**src/rtl/rf_wb_if.sv**
```systemverilog
// rf_wb_if: bundle of every signal between the register-file writeback arbiter
// and its neighbours (pipeline writeback, long-latency unit, issue stage, RF).
//
// Signal groups:
//   req0_*           in-order pipeline writeback (valid/rd/data in, ready out)
//   req1_*           long-latency unit writeback (valid/rd/data in, ready out)
//   sb_set, sb_set_rd  issue stage marks a long-op destination as pending
//   rs1, rs2 / rs1_busy, rs2_busy  issue-stage hazard query and answer
//   rf_we, rf_waddr, rf_wdata      the single register-file write port
//
// Modports:
//   master  the surrounding system (drives requests/queries, sees grants/RF port)
//   slave   the arbiter itself
interface rf_wb_if #(
   parameter int DW = 32,
   parameter int AW = 5
);
   logic          req0_valid;
   logic [AW-1:0] req0_rd;
   logic [DW-1:0] req0_data;
   logic          req0_ready;

   logic          req1_valid;
   logic [AW-1:0] req1_rd;
   logic [DW-1:0] req1_data;
   logic          req1_ready;

   logic          sb_set;
   logic [AW-1:0] sb_set_rd;
   logic [AW-1:0] rs1;
   logic [AW-1:0] rs2;
   logic          rs1_busy;
   logic          rs2_busy;

   logic          rf_we;
   logic [AW-1:0] rf_waddr;
   logic [DW-1:0] rf_wdata;

   modport master (
      output req0_valid, req0_rd, req0_data,
      input  req0_ready,
      output req1_valid, req1_rd, req1_data,
      input  req1_ready,
      output sb_set, sb_set_rd, rs1, rs2,
      input  rs1_busy, rs2_busy,
      input  rf_we, rf_waddr, rf_wdata
   );

   modport slave (
      input  req0_valid, req0_rd, req0_data,
      output req0_ready,
      input  req1_valid, req1_rd, req1_data,
      output req1_ready,
      input  sb_set, sb_set_rd, rs1, rs2,
      output rs1_busy, rs2_busy,
      output rf_we, rf_waddr, rf_wdata
   );
endinterface

```
**src/rtl/rf_wb_arbiter.sv**
```systemverilog
// rf_wb_arbiter: owner of the single register-file write port.
//
// Arbitrates between the in-order pipeline writeback (req0) and the
// long-latency unit writeback (req1). req0 normally wins ties; after req1 has
// been blocked for STARVE_MAX consecutive cycles it wins one tie. The chosen
// write is registered for one cycle before reaching the RF; writes to r0 are
// accepted but never drive rf_we. A pending-write scoreboard (one bit per
// register) lets the issue stage stall on RAW hazards against long ops.
//
// Ports:
//   clk    clock, all state on posedge
//   rst_n  asynchronous, active-low reset
//   bus    rf_wb_if.slave - request/grant handshakes, scoreboard set/query,
//          and the registered RF write port (rf_we/rf_waddr/rf_wdata)
module rf_wb_arbiter #(
   parameter int DW         = 32,
   parameter int AW         = 5,
   parameter int STARVE_MAX = 4
) (
   input  logic    clk,
   input  logic    rst_n,
   rf_wb_if.slave  bus
);

   localparam int NREG = 1 << AW;
   localparam logic [3:0] STARVE_LIM = 4'(STARVE_MAX - 1);

   localparam logic [0:0] PRIO0  = 1'b0;
   localparam logic [0:0] FORCE1 = 1'b1;

   logic [0:0]      state, state_nxt;
   logic [3:0]      starve_cnt, starve_nxt;
   logic [NREG-1:0] sb, sb_nxt;
   logic            grant0, grant1;
   logic            both_valid;

   logic          rf_we_q;
   logic [AW-1:0] rf_waddr_q;
   logic [DW-1:0] rf_wdata_q;

   assign both_valid = bus.req0_valid && bus.req1_valid;

   // Grant: a lone request always wins; on a tie the state decides.
   always_comb begin
      grant0 = 1'b0;
      grant1 = 1'b0;
      if (both_valid) begin
         if (state == FORCE1) grant1 = 1'b1;
         else                 grant0 = 1'b1;
      end else if (bus.req0_valid) begin
         grant0 = 1'b1;
      end else if (bus.req1_valid) begin
         grant1 = 1'b1;
      end
   end

   assign bus.req0_ready = grant0;
   assign bus.req1_ready = grant1;

   // FORCE1 lasts a single cycle at most; it is entered on the tie cycle in
   // which req1 completes its STARVE_MAX-th consecutive blocked cycle.
   always_comb begin
      state_nxt = PRIO0;
      if (state == PRIO0 && both_valid && starve_cnt >= STARVE_LIM)
         state_nxt = FORCE1;
   end

   // Consecutive-blocked counter for req1, saturating at its maximum.
   always_comb begin
      starve_nxt = 4'd0;
      if (bus.req1_valid && !grant1)
         starve_nxt = (starve_cnt == 4'hF) ? starve_cnt : starve_cnt + 4'd1;
   end

   // Scoreboard update: the accepted long op clears its bit, a new dispatch
   // sets its bit afterwards so a same-register set wins. r0 is never pending.
   always_comb begin
      sb_nxt = sb;
      if (grant1)
         sb_nxt[bus.req1_rd] = 1'b0;
      if (bus.sb_set && bus.sb_set_rd != '0)
         sb_nxt[bus.sb_set_rd] = 1'b1;
      sb_nxt[0] = 1'b0;
   end

   // Arbitration state and scoreboard.
   always_ff @(posedge clk or negedge rst_n) begin
      if (!rst_n) begin
         state      <= PRIO0;
         starve_cnt <= 4'd0;
         sb         <= '0;
      end else begin
         state      <= state_nxt;
         starve_cnt <= starve_nxt;
         sb         <= sb_nxt;
      end
   end

   // Registered RF write port. An r0 grant is a no-op write: rf_we stays low
   // and the address/data registers keep their previous contents.
   always_ff @(posedge clk or negedge rst_n) begin
      if (!rst_n) begin
         rf_we_q    <= 1'b0;
         rf_waddr_q <= '0;
         rf_wdata_q <= '0;
      end else if (grant0 && bus.req0_rd != '0) begin
         rf_we_q    <= 1'b1;
         rf_waddr_q <= bus.req0_rd;
         rf_wdata_q <= bus.req0_data;
      end else if (grant1 && bus.req1_rd != '0) begin
         rf_we_q    <= 1'b1;
         rf_waddr_q <= bus.req1_rd;
         rf_wdata_q <= bus.req1_data;
      end else begin
         rf_we_q    <= 1'b0;
      end
   end

   assign bus.rf_we    = rf_we_q;
   assign bus.rf_waddr = rf_waddr_q;
   assign bus.rf_wdata = rf_wdata_q;

   assign bus.rs1_busy = sb[bus.rs1];
   assign bus.rs2_busy = sb[bus.rs2];

endmodule
```
**src/flat_wrapper.sv**
```systemverilog
// flat-port wrapper written by rule: the top's interface ports become plain ports
module rf_wb_arbiter_flat 
#(
   parameter int DW         = 32,
   parameter int AW         = 5,
   parameter int STARVE_MAX = 4
)
  (clk, rst_n, bus_req0_valid, bus_req0_rd, bus_req0_data, bus_req0_ready, bus_req1_valid, bus_req1_rd, bus_req1_data, bus_req1_ready, bus_sb_set, bus_sb_set_rd, bus_rs1, bus_rs2, bus_rs1_busy, bus_rs2_busy, bus_rf_we, bus_rf_waddr, bus_rf_wdata);
  rf_wb_if #(.DW(DW), .AW(AW)) bus_i ();
  input  logic clk;
  input  logic rst_n;
  input wire logic [$bits(bus_i.req0_valid)-1:0] bus_req0_valid;
  input wire logic [$bits(bus_i.req0_rd)-1:0] bus_req0_rd;
  input wire logic [$bits(bus_i.req0_data)-1:0] bus_req0_data;
  output wire logic [$bits(bus_i.req0_ready)-1:0] bus_req0_ready;
  input wire logic [$bits(bus_i.req1_valid)-1:0] bus_req1_valid;
  input wire logic [$bits(bus_i.req1_rd)-1:0] bus_req1_rd;
  input wire logic [$bits(bus_i.req1_data)-1:0] bus_req1_data;
  output wire logic [$bits(bus_i.req1_ready)-1:0] bus_req1_ready;
  input wire logic [$bits(bus_i.sb_set)-1:0] bus_sb_set;
  input wire logic [$bits(bus_i.sb_set_rd)-1:0] bus_sb_set_rd;
  input wire logic [$bits(bus_i.rs1)-1:0] bus_rs1;
  input wire logic [$bits(bus_i.rs2)-1:0] bus_rs2;
  output wire logic [$bits(bus_i.rs1_busy)-1:0] bus_rs1_busy;
  output wire logic [$bits(bus_i.rs2_busy)-1:0] bus_rs2_busy;
  output wire logic [$bits(bus_i.rf_we)-1:0] bus_rf_we;
  output wire logic [$bits(bus_i.rf_waddr)-1:0] bus_rf_waddr;
  output wire logic [$bits(bus_i.rf_wdata)-1:0] bus_rf_wdata;
  assign bus_i.req0_valid = bus_req0_valid;
  assign bus_i.req0_rd = bus_req0_rd;
  assign bus_i.req0_data = bus_req0_data;
  assign bus_req0_ready = bus_i.req0_ready;
  assign bus_i.req1_valid = bus_req1_valid;
  assign bus_i.req1_rd = bus_req1_rd;
  assign bus_i.req1_data = bus_req1_data;
  assign bus_req1_ready = bus_i.req1_ready;
  assign bus_i.sb_set = bus_sb_set;
  assign bus_i.sb_set_rd = bus_sb_set_rd;
  assign bus_i.rs1 = bus_rs1;
  assign bus_i.rs2 = bus_rs2;
  assign bus_rs1_busy = bus_i.rs1_busy;
  assign bus_rs2_busy = bus_i.rs2_busy;
  assign bus_rf_we = bus_i.rf_we;
  assign bus_rf_waddr = bus_i.rf_waddr;
  assign bus_rf_wdata = bus_i.rf_wdata;
  rf_wb_arbiter #(.DW(DW), .AW(AW), .STARVE_MAX(STARVE_MAX)) u_core (.clk(clk), .rst_n(rst_n), .bus(bus_i));
endmodule
```
**config.mk**
```make
export PLATFORM = sky130hd
export DESIGN_NAME = rf_wb_arbiter_flat
export DESIGN_NICKNAME = d
export VERILOG_FILES = /design/src/rtl/rf_wb_if.sv /design/src/rtl/rf_wb_arbiter.sv /design/src/flat_wrapper.sv
export SDC_FILE = /design/constraint.sdc
export NUM_CORES = 1
export LEC_CHECK = 0
export ABC_AREA = 1
export CORE_MARGIN = 2
export CORE_UTILIZATION = 31
export CTS_BUF_LIST = sky130_fd_sc_hd__clkbuf_8
export DETAILED_ROUTE_END_ITERATION = 10
export DONT_BUFFER_PORTS = 1
export GPL_TIMING_DRIVEN = 0
export HOLD_SLACK_MARGIN = 0.06
export SLEW_MARGIN = 0
export SYNTH_ARGS = -nofsm -noshare
export SYNTH_HDL_FRONTEND = slang
export SYNTH_SLANG_ARGS = --single-unit
```
**constraint.sdc**
```tcl
create_clock -name clk -period 2.7 [get_ports clk]
set_input_delay 0.675 -clock clk [delete_from_list [all_inputs] [get_ports clk]]
set_output_delay 0.675 -clock clk [all_outputs]
set_load 0.02 [all_outputs]
```
==> out/metrics.cfg, run 1 <==
[timing]
drv_slew=0
hold_viol=0
min_period_ns=2.53
worst_hold_slack_ns=0.204
worst-slew-pin-transition_ns=0.432
finClkSkew_ns=0.00731
tns_ns=0
setup_violations=0
min_period_over_period_pct=93.6
slew_headroom_pct=71.0
rsz0062_at_grt=false
max_freq_mhz=396

[synthesis]
yosysWarnings=0
synth-compound-area-share_pct=19.8
syn_nets=634
synthSimpleGateAreaFrac_pct=26.8
syn_area_per_cell_um2=7.58
synth_xor_area_share_pct=0.214
synth_fa_ha_area_share_pct=0.306
yosys_register_bits=74
yosysTopAreaCell=dfrtp_1
yosys-top-cells-count=nand2_1 (124), o21ai_0 (106), dfrtp_1 (74), nand3_1 (66), inv_1 (43)
synth_async_sr_flop_share_pct=100
synth_cell_types=28
synthMuxAreaShare_pct=0
synth-seq-area-share_pct=45.3
synth_edf_count=0
yosysMostFrequentCell=nand2_1
syn_inst=539
yosys-top-cells-area=dfrtp_1 (45%), o21ai_0 (13%), nand2_1 (11%), nand3_1 (8.1%), inv_1 (3.9%)
synth_top_family_by_area=simple AND/OR/NAND/NOR gates
syn-cell-area_um2=4090
synthFlopType=dfrtp_1
synth_top_area_share_pct=45.3

[global_routing]
grt.overflow.total=0
grt_max_degree=75
grtUsageTotal_pct=17.8
grt_pass1_wl_mm=19.9
antenna_found_initial=0
grt_pass1_vias=3714

[critical_path]
r2r_start=u_core.state
path_max_fanout=10
reg2reg_to=u_core.bus.rf_wdata[16]
reg2regPathDepth=6
arrival_ns=1.85
crit_type=in2out
endpoint_kind=primary output
r2r_slack_ns=0.78
required_ns=2.03
cp-start-kind=primary input

[flow_run]
maxCapViolations=0

[floorplanning]
dieHeight_um=119
initial_core_util_pct=32.1
io_pins=136
dieArea_um2=14100
rows=41
fp.coreArea_um2=12700
die_w_um=119

[clock_network]
cts_buffers=9
path_clk_slew_ns=0.08
cts_tree=built
clock_latency_ns=0.36
htree_levels=3
root_buffer=clkbuf_8
cts.sink_count=74
clockBufferDepth=2
post_cts_buffers=0

[final_layout]
nNetsFinal=646
drive_gt1_share_pct=12.9
antenna_cells=0
syn_to_final_growth_pct=10.5
fin_cells=728

[place]
dpl.hpwl_mm=9.38
portBuffers=0
place.gp.congestion=0.880
dp.cells=711

[routing]
wirelength_mm=12.3
drt-met1-wl_mm=5.21
vias=3823
final_antenna_net_count=0
wl_met3_mm=1.03
drt_iter0_markers=349
dr_wl_met2_mm=5.86
drt_pass1_iterations=5
topRoutingLayerUsed=met4
wl_per_cell_um=17.0
vias_per_cell=5.25
drc=0

[status]
outcome=complete, no violations

[power]
power_density_nw_per_um2=651
ir_drop_mv=0.231
p_leak_nw=2.00

[worst_hold_path]
hp-class=in2async

[layout by cell type (no fill, tap or decap), types with 2 or more instances in the layout]
cell type,n
a31oi_1,2
buf_2,6
buf_6,4
nand2_2,12
dfrtp_1,74
clkbuf_8,10
inv_1,42
nor2_1,41
clkbuf_1,4
clkinvlp_4,3
o21ai_0,106
clkbuf_2,5
nand3_1,66
a21oi_1,8
nor3_1,7
or2_2,2
clkinv_2,2
o31ai_1,5
nand2_1,124
o21ai_2,18
[area by class of cell]
| class | instances | area (um^2) |
|---|---|---|
| well taps | 172 | 215 |
| inverters | 44 | 170 |
| plain buffers | 22 | 146 |
| repair buffers | 1 | 27.5 |
| clock buffers | 10 | 138 |
| multi-input cells | 399 | 1930 |
| clock inverters | 6 | 41.3 |
| flip-flops and latches | 74 | 1850 |
| fillers | 1381 | 8210 |
[cell families after synthesis]
logic type      Yosys count
xor+xnor                  1
flops                    74
buf+inv                  66
fa+ha+maj                 1
compound gates          142
simple gates            255
[worst max-delay path by stage]
stage	slack, ns	start	end	cells past startpoint
2_1_floorplan	0.39	bus_rs2[0]	bus_rs2_busy	10
6_report	0.17	bus_rs1[0]	bus_rs1_busy	11
4_1_cts	0.09	bus_rs2[1]	bus_rs2_busy	9
5_1_grt	0.03	bus_rs1[0]	bus_rs1_busy	11
3_3_place_gp	0.07	bus_rs1[1]	bus_rs1_busy	9
3_5_place_dp	0.09	bus_rs2[1]	bus_rs2_busy	9
[power by group]
group          leakage [nW]  switching (mW)  internal (mW)
Sequential            0.887           0.272           1.30
Clock                0.0847           0.443          0.358
Combinational          1.03           0.356          0.210
Total                  2.00            1.07           1.87
[metal layers]
metal,track usage (%),vias up
met5,0,-
met4,6.32,0
met3,5.08,20
met2,28.0,154
met1,23.5,1825
li1,-,1824
[through the flow]
step / total power, mW / area (um^2) / util [%] / worst slack (ns)
final: 2.94 / 4520 / 35.5 / 0.174
after global routing: 3.13 / 4520 / 35.5 / 0.0299
after CTS: 2.95 / 4510 / 35.4 / 0.0941
after detailed placement: 2.13 / 4300 / 33.8 / 0.0871
after global placement: 2.10 / 4300 / 33.8 / 0.0692
after floorplan: 1.95 / 4090 / - / 0.386
[sequential cells by signal, summed over array words and instances (netlist names)]
name and count:
u_core.bus.rf_wdata 32, u_core.sb 31, u_core.bus.rf_waddr 5, u_core.starve_cnt 4, u_core.bus.rf_we 1, u_core.state 1
[timing repair]
item / CTS / global route
hold endpoints to repair: 74 / 0
endpoints found under the setup margin: 0 / 2
resized for setup: 0 / 10
hold buffers: 1 / 0
[critical path: stages]
cell and delay [ns]:
buf_2 0.15, inv_1 0.15, buf_2 0.25, nand2_1 0.08, nand3_1 0.07, nand3_1 0.07, nand2_1 0.08, nand2_1 0.06
nand2_1 0.06, nand2_1 0.05, nand2_1 0.16
Note: power is estimated with default switching activity, not from simulation.
==> run 2: changes to the inputs <==
--- a/config.mk
+++ b/config.mk
@@ -6,13 +6,14 @@
 export NUM_CORES = 1
 export LEC_CHECK = 0
 export ABC_AREA = 1
-export CORE_MARGIN = 2
-export CORE_UTILIZATION = 31
+export CORE_MARGIN = 3
+export CORE_UTILIZATION = 58
 export CTS_BUF_LIST = sky130_fd_sc_hd__clkbuf_8
 export DETAILED_ROUTE_END_ITERATION = 10
 export DONT_BUFFER_PORTS = 1
 export GPL_TIMING_DRIVEN = 0
 export HOLD_SLACK_MARGIN = 0.06
+export PLACE_DENSITY = 0.74
 export SLEW_MARGIN = 0
 export SYNTH_ARGS = -nofsm -noshare
 export SYNTH_HDL_FRONTEND = slang
==> out/metrics.cfg, run 2 (synthesized netlist as in run 1, its figures left out) <==
[timing]
worst-slew-pin-transition_ns=0.479  ; +0.0479 ns
setup_violations=0  ; unchanged
slew_headroom_pct=68.0  ; -3.0 points
tns_ns=0  ; unchanged
min_period_ns=2.56  ; +0.0341 ns
min_period_over_period_pct=94.8  ; +1.3 points
hold_viol=0  ; unchanged
finClkSkew_ns=0.00537  ; -0.00194 ns
rsz0062_at_grt=false
max_freq_mhz=391  ; -1.3%
drv_slew=0  ; unchanged

[power]
p_sw_mw=1.01  ; -5.8%
p_leak_nw=2.01  ; +0.61%
internal_power_mw=1.92  ; +2.7%
switching_share_pct=34.5  ; -2.0 points
clkPwrFrac_pct=27.4  ; about the same
seq_power_share_pct=53.4  ; about the same
power_density_nw_per_um2=664  ; +2.0%
power.combinational.fraction_pct=19.2  ; about the same
ir_drop_mv=0.331  ; +43%

[routing]
topRoutingLayerUsed=met4
dr_wl_met2_mm=5.17  ; -12%
vias_per_cell=5.92  ; +13%
vias=3831  ; +0.21%
final_antenna_net_count=0  ; unchanged
drc=0  ; unchanged
drt_pass1_iterations=5  ; unchanged
drt_iter0_markers=283  ; -19%
wl_per_cell_um=17.3  ; +2.3%
wirelength_mm=11.2  ; -9.1%
drt-met1-wl_mm=4.63  ; -11%
wl_met3_mm=1.25  ; +21%

[floorplanning]
dieArea_um2=8090  ; -43%
die_w_um=90.0  ; -24%
dieHeight_um=90.0  ; -24%
io_pins=136  ; unchanged
initial_core_util_pct=61.9  ; +30 points
rows=29  ; -29%
fp.coreArea_um2=6600  ; -48%

[critical_path]
crit_buf_inv=3  ; unchanged
crit_chain=buf_2 -> inv_1 -> clkbuf_4 -> nand2_1 -> nand3_1 -> nand3_1 -> nand2_1 -> nand2_1 -> nand2_1 -> nand2_1 -> nand2_1
crit_type=in2out
arrival_ns=1.89  ; +0.04 ns
path_max_fanout=10  ; unchanged
endpoint_kind=primary output
reg2regPathDepth=6  ; unchanged
crit_family=simple AND/OR/NAND/NOR gates
worst-path-stages=11  ; unchanged
crit_path_max_incr_delay_ns=0.25  ; about the same
cp_common_cell=nand2_1
cp-start-kind=primary input
required_ns=2.03  ; about the same
cp_slowest_cell=clkbuf_4

[clock_network]
htree_levels=3  ; unchanged
path_clk_slew_ns=0.07  ; about the same
clock_latency_ns=0.34  ; -0.02 ns
root_buffer=clkbuf_8
clockBufferDepth=2  ; unchanged
cts_buffers=9  ; unchanged
cts_tree=built
cts.sink_count=74  ; unchanged

[flow_run]
maxCapViolations=0  ; unchanged

[final_layout]
drive_gt1_share_pct=12.3  ; -0.68 points
syn_to_final_growth_pct=7.93
nNetsFinal=646  ; unchanged
largest_reg_flops=32  ; unchanged
layout_commonest_cell=nand2_1
mostFrequentLayoutCells=nand2_1 (124), o21ai_0 (106), dfrtp_1 (74)
design_area_um2=4410  ; -2.3%
antenna_cells=0  ; unchanged
fin_cells=647  ; -11%

[place]
dp.cells=632  ; -11%
portBuffers=0  ; unchanged
place.gp.congestion=0.893  ; +1.5%
dpl_cell_area_um2=4200  ; -2.3%
dpl.hpwl_mm=8.25  ; -12%

[global_routing]
antenna_found_initial=0  ; unchanged
grt.overflow.total=0  ; unchanged
grt_max_degree=75  ; unchanged
grtUsageTotal_pct=28.0  ; +10 points
grt_pass1_wl_mm=18.3  ; -8.4%
grt_pass1_vias=3707  ; -0.19%

[worst_hold_path]
hp-class=in2async

[status]
outcome=complete, no violations

==> run 2: cell count changes in the layout (fill, tap and decap cells not counted), sizes merged <==
cell,previous run,this run
bufinv,0,1
clkbuf,20,19
clkinv,3,4
clkinvlp,3,0
==> run 2: final timing paths <==
kind                            slack (ns)                 endpoint        startpoint
worst max-delay path                  0.14             bus_rs2_busy        bus_rs2[0]
worst min-delay path                  0.19  u_core.bus.rf_wdata[17]             rst_n
worst max register to register        0.79  u_core.bus.rf_wdata[20]      u_core.state
worst min register to register        0.54            u_core.sb[12]     u_core.sb[12]
max in group asynchronous             2.19            u_core.sb[26]             rst_n
min in group clk                      0.46   u_core.bus.rf_wdata[1]  bus_req0_data[1]
==> run 2: area by class of cell <==
type                            count  area (um^2)
Clock buffer                        9          124
Buffer                             22          146
Sequential cell                    74         1850
Fill cell                         592         2190
Tap cell                           93          116
Inverter                           44          170
Clock inverter                      5         48.8
Timing Repair Buffer                1         27.5
Multi-Input combinational cell    399         1930
==> run 2: repair_timing <==
item / CTS / global route
gates resized for setup: 0 / 9
setup endpoints to repair: 0 / 2
hold buffers: 1 / 0
endpoints found under the hold margin: 74 / 0
buffers inserted: 0 / 0
==> run 2: metal layers <==
| layer | vias up | track usage, % |
|---|---|---|
| met5 | - | 0 |
| met3 | 16 | 8.43 |
| met2 | 206 | 41.9 |
| met4 | 0 | 11.1 |
| met1 | 1786 | 38.5 |
| li1 | 1823 | - |
==> run 2: through the flow <==
stage	power (mW)	utilization (%)	worst slack, ns	hold WS, ns
2_1_floorplan	1.95	-	0.386	0.379
3_3_place_gp	2.08	63.7	0.105	0.381
3_5_place_dp	2.11	63.7	0.0884	0.381
4_1_cts	2.93	66.7	0.0867	0.215
5_1_grt	3.10	66.8	0.00570	0.207
6_report	2.93	66.8	0.140	0.192
==> run 2: power groups by stage <==
stage | registers [mW] | clock network, mW | logic (mW)
global route | 1.58 | 0.860 | 0.652
detailed placement | 1.58 | 0 | 0.528
finish | 1.56 | 0.801 | 0.563
floorplan | 1.52 | 0 | 0.431
global placement | 1.58 | 0 | 0.509
CTS | 1.56 | 0.810 | 0.558
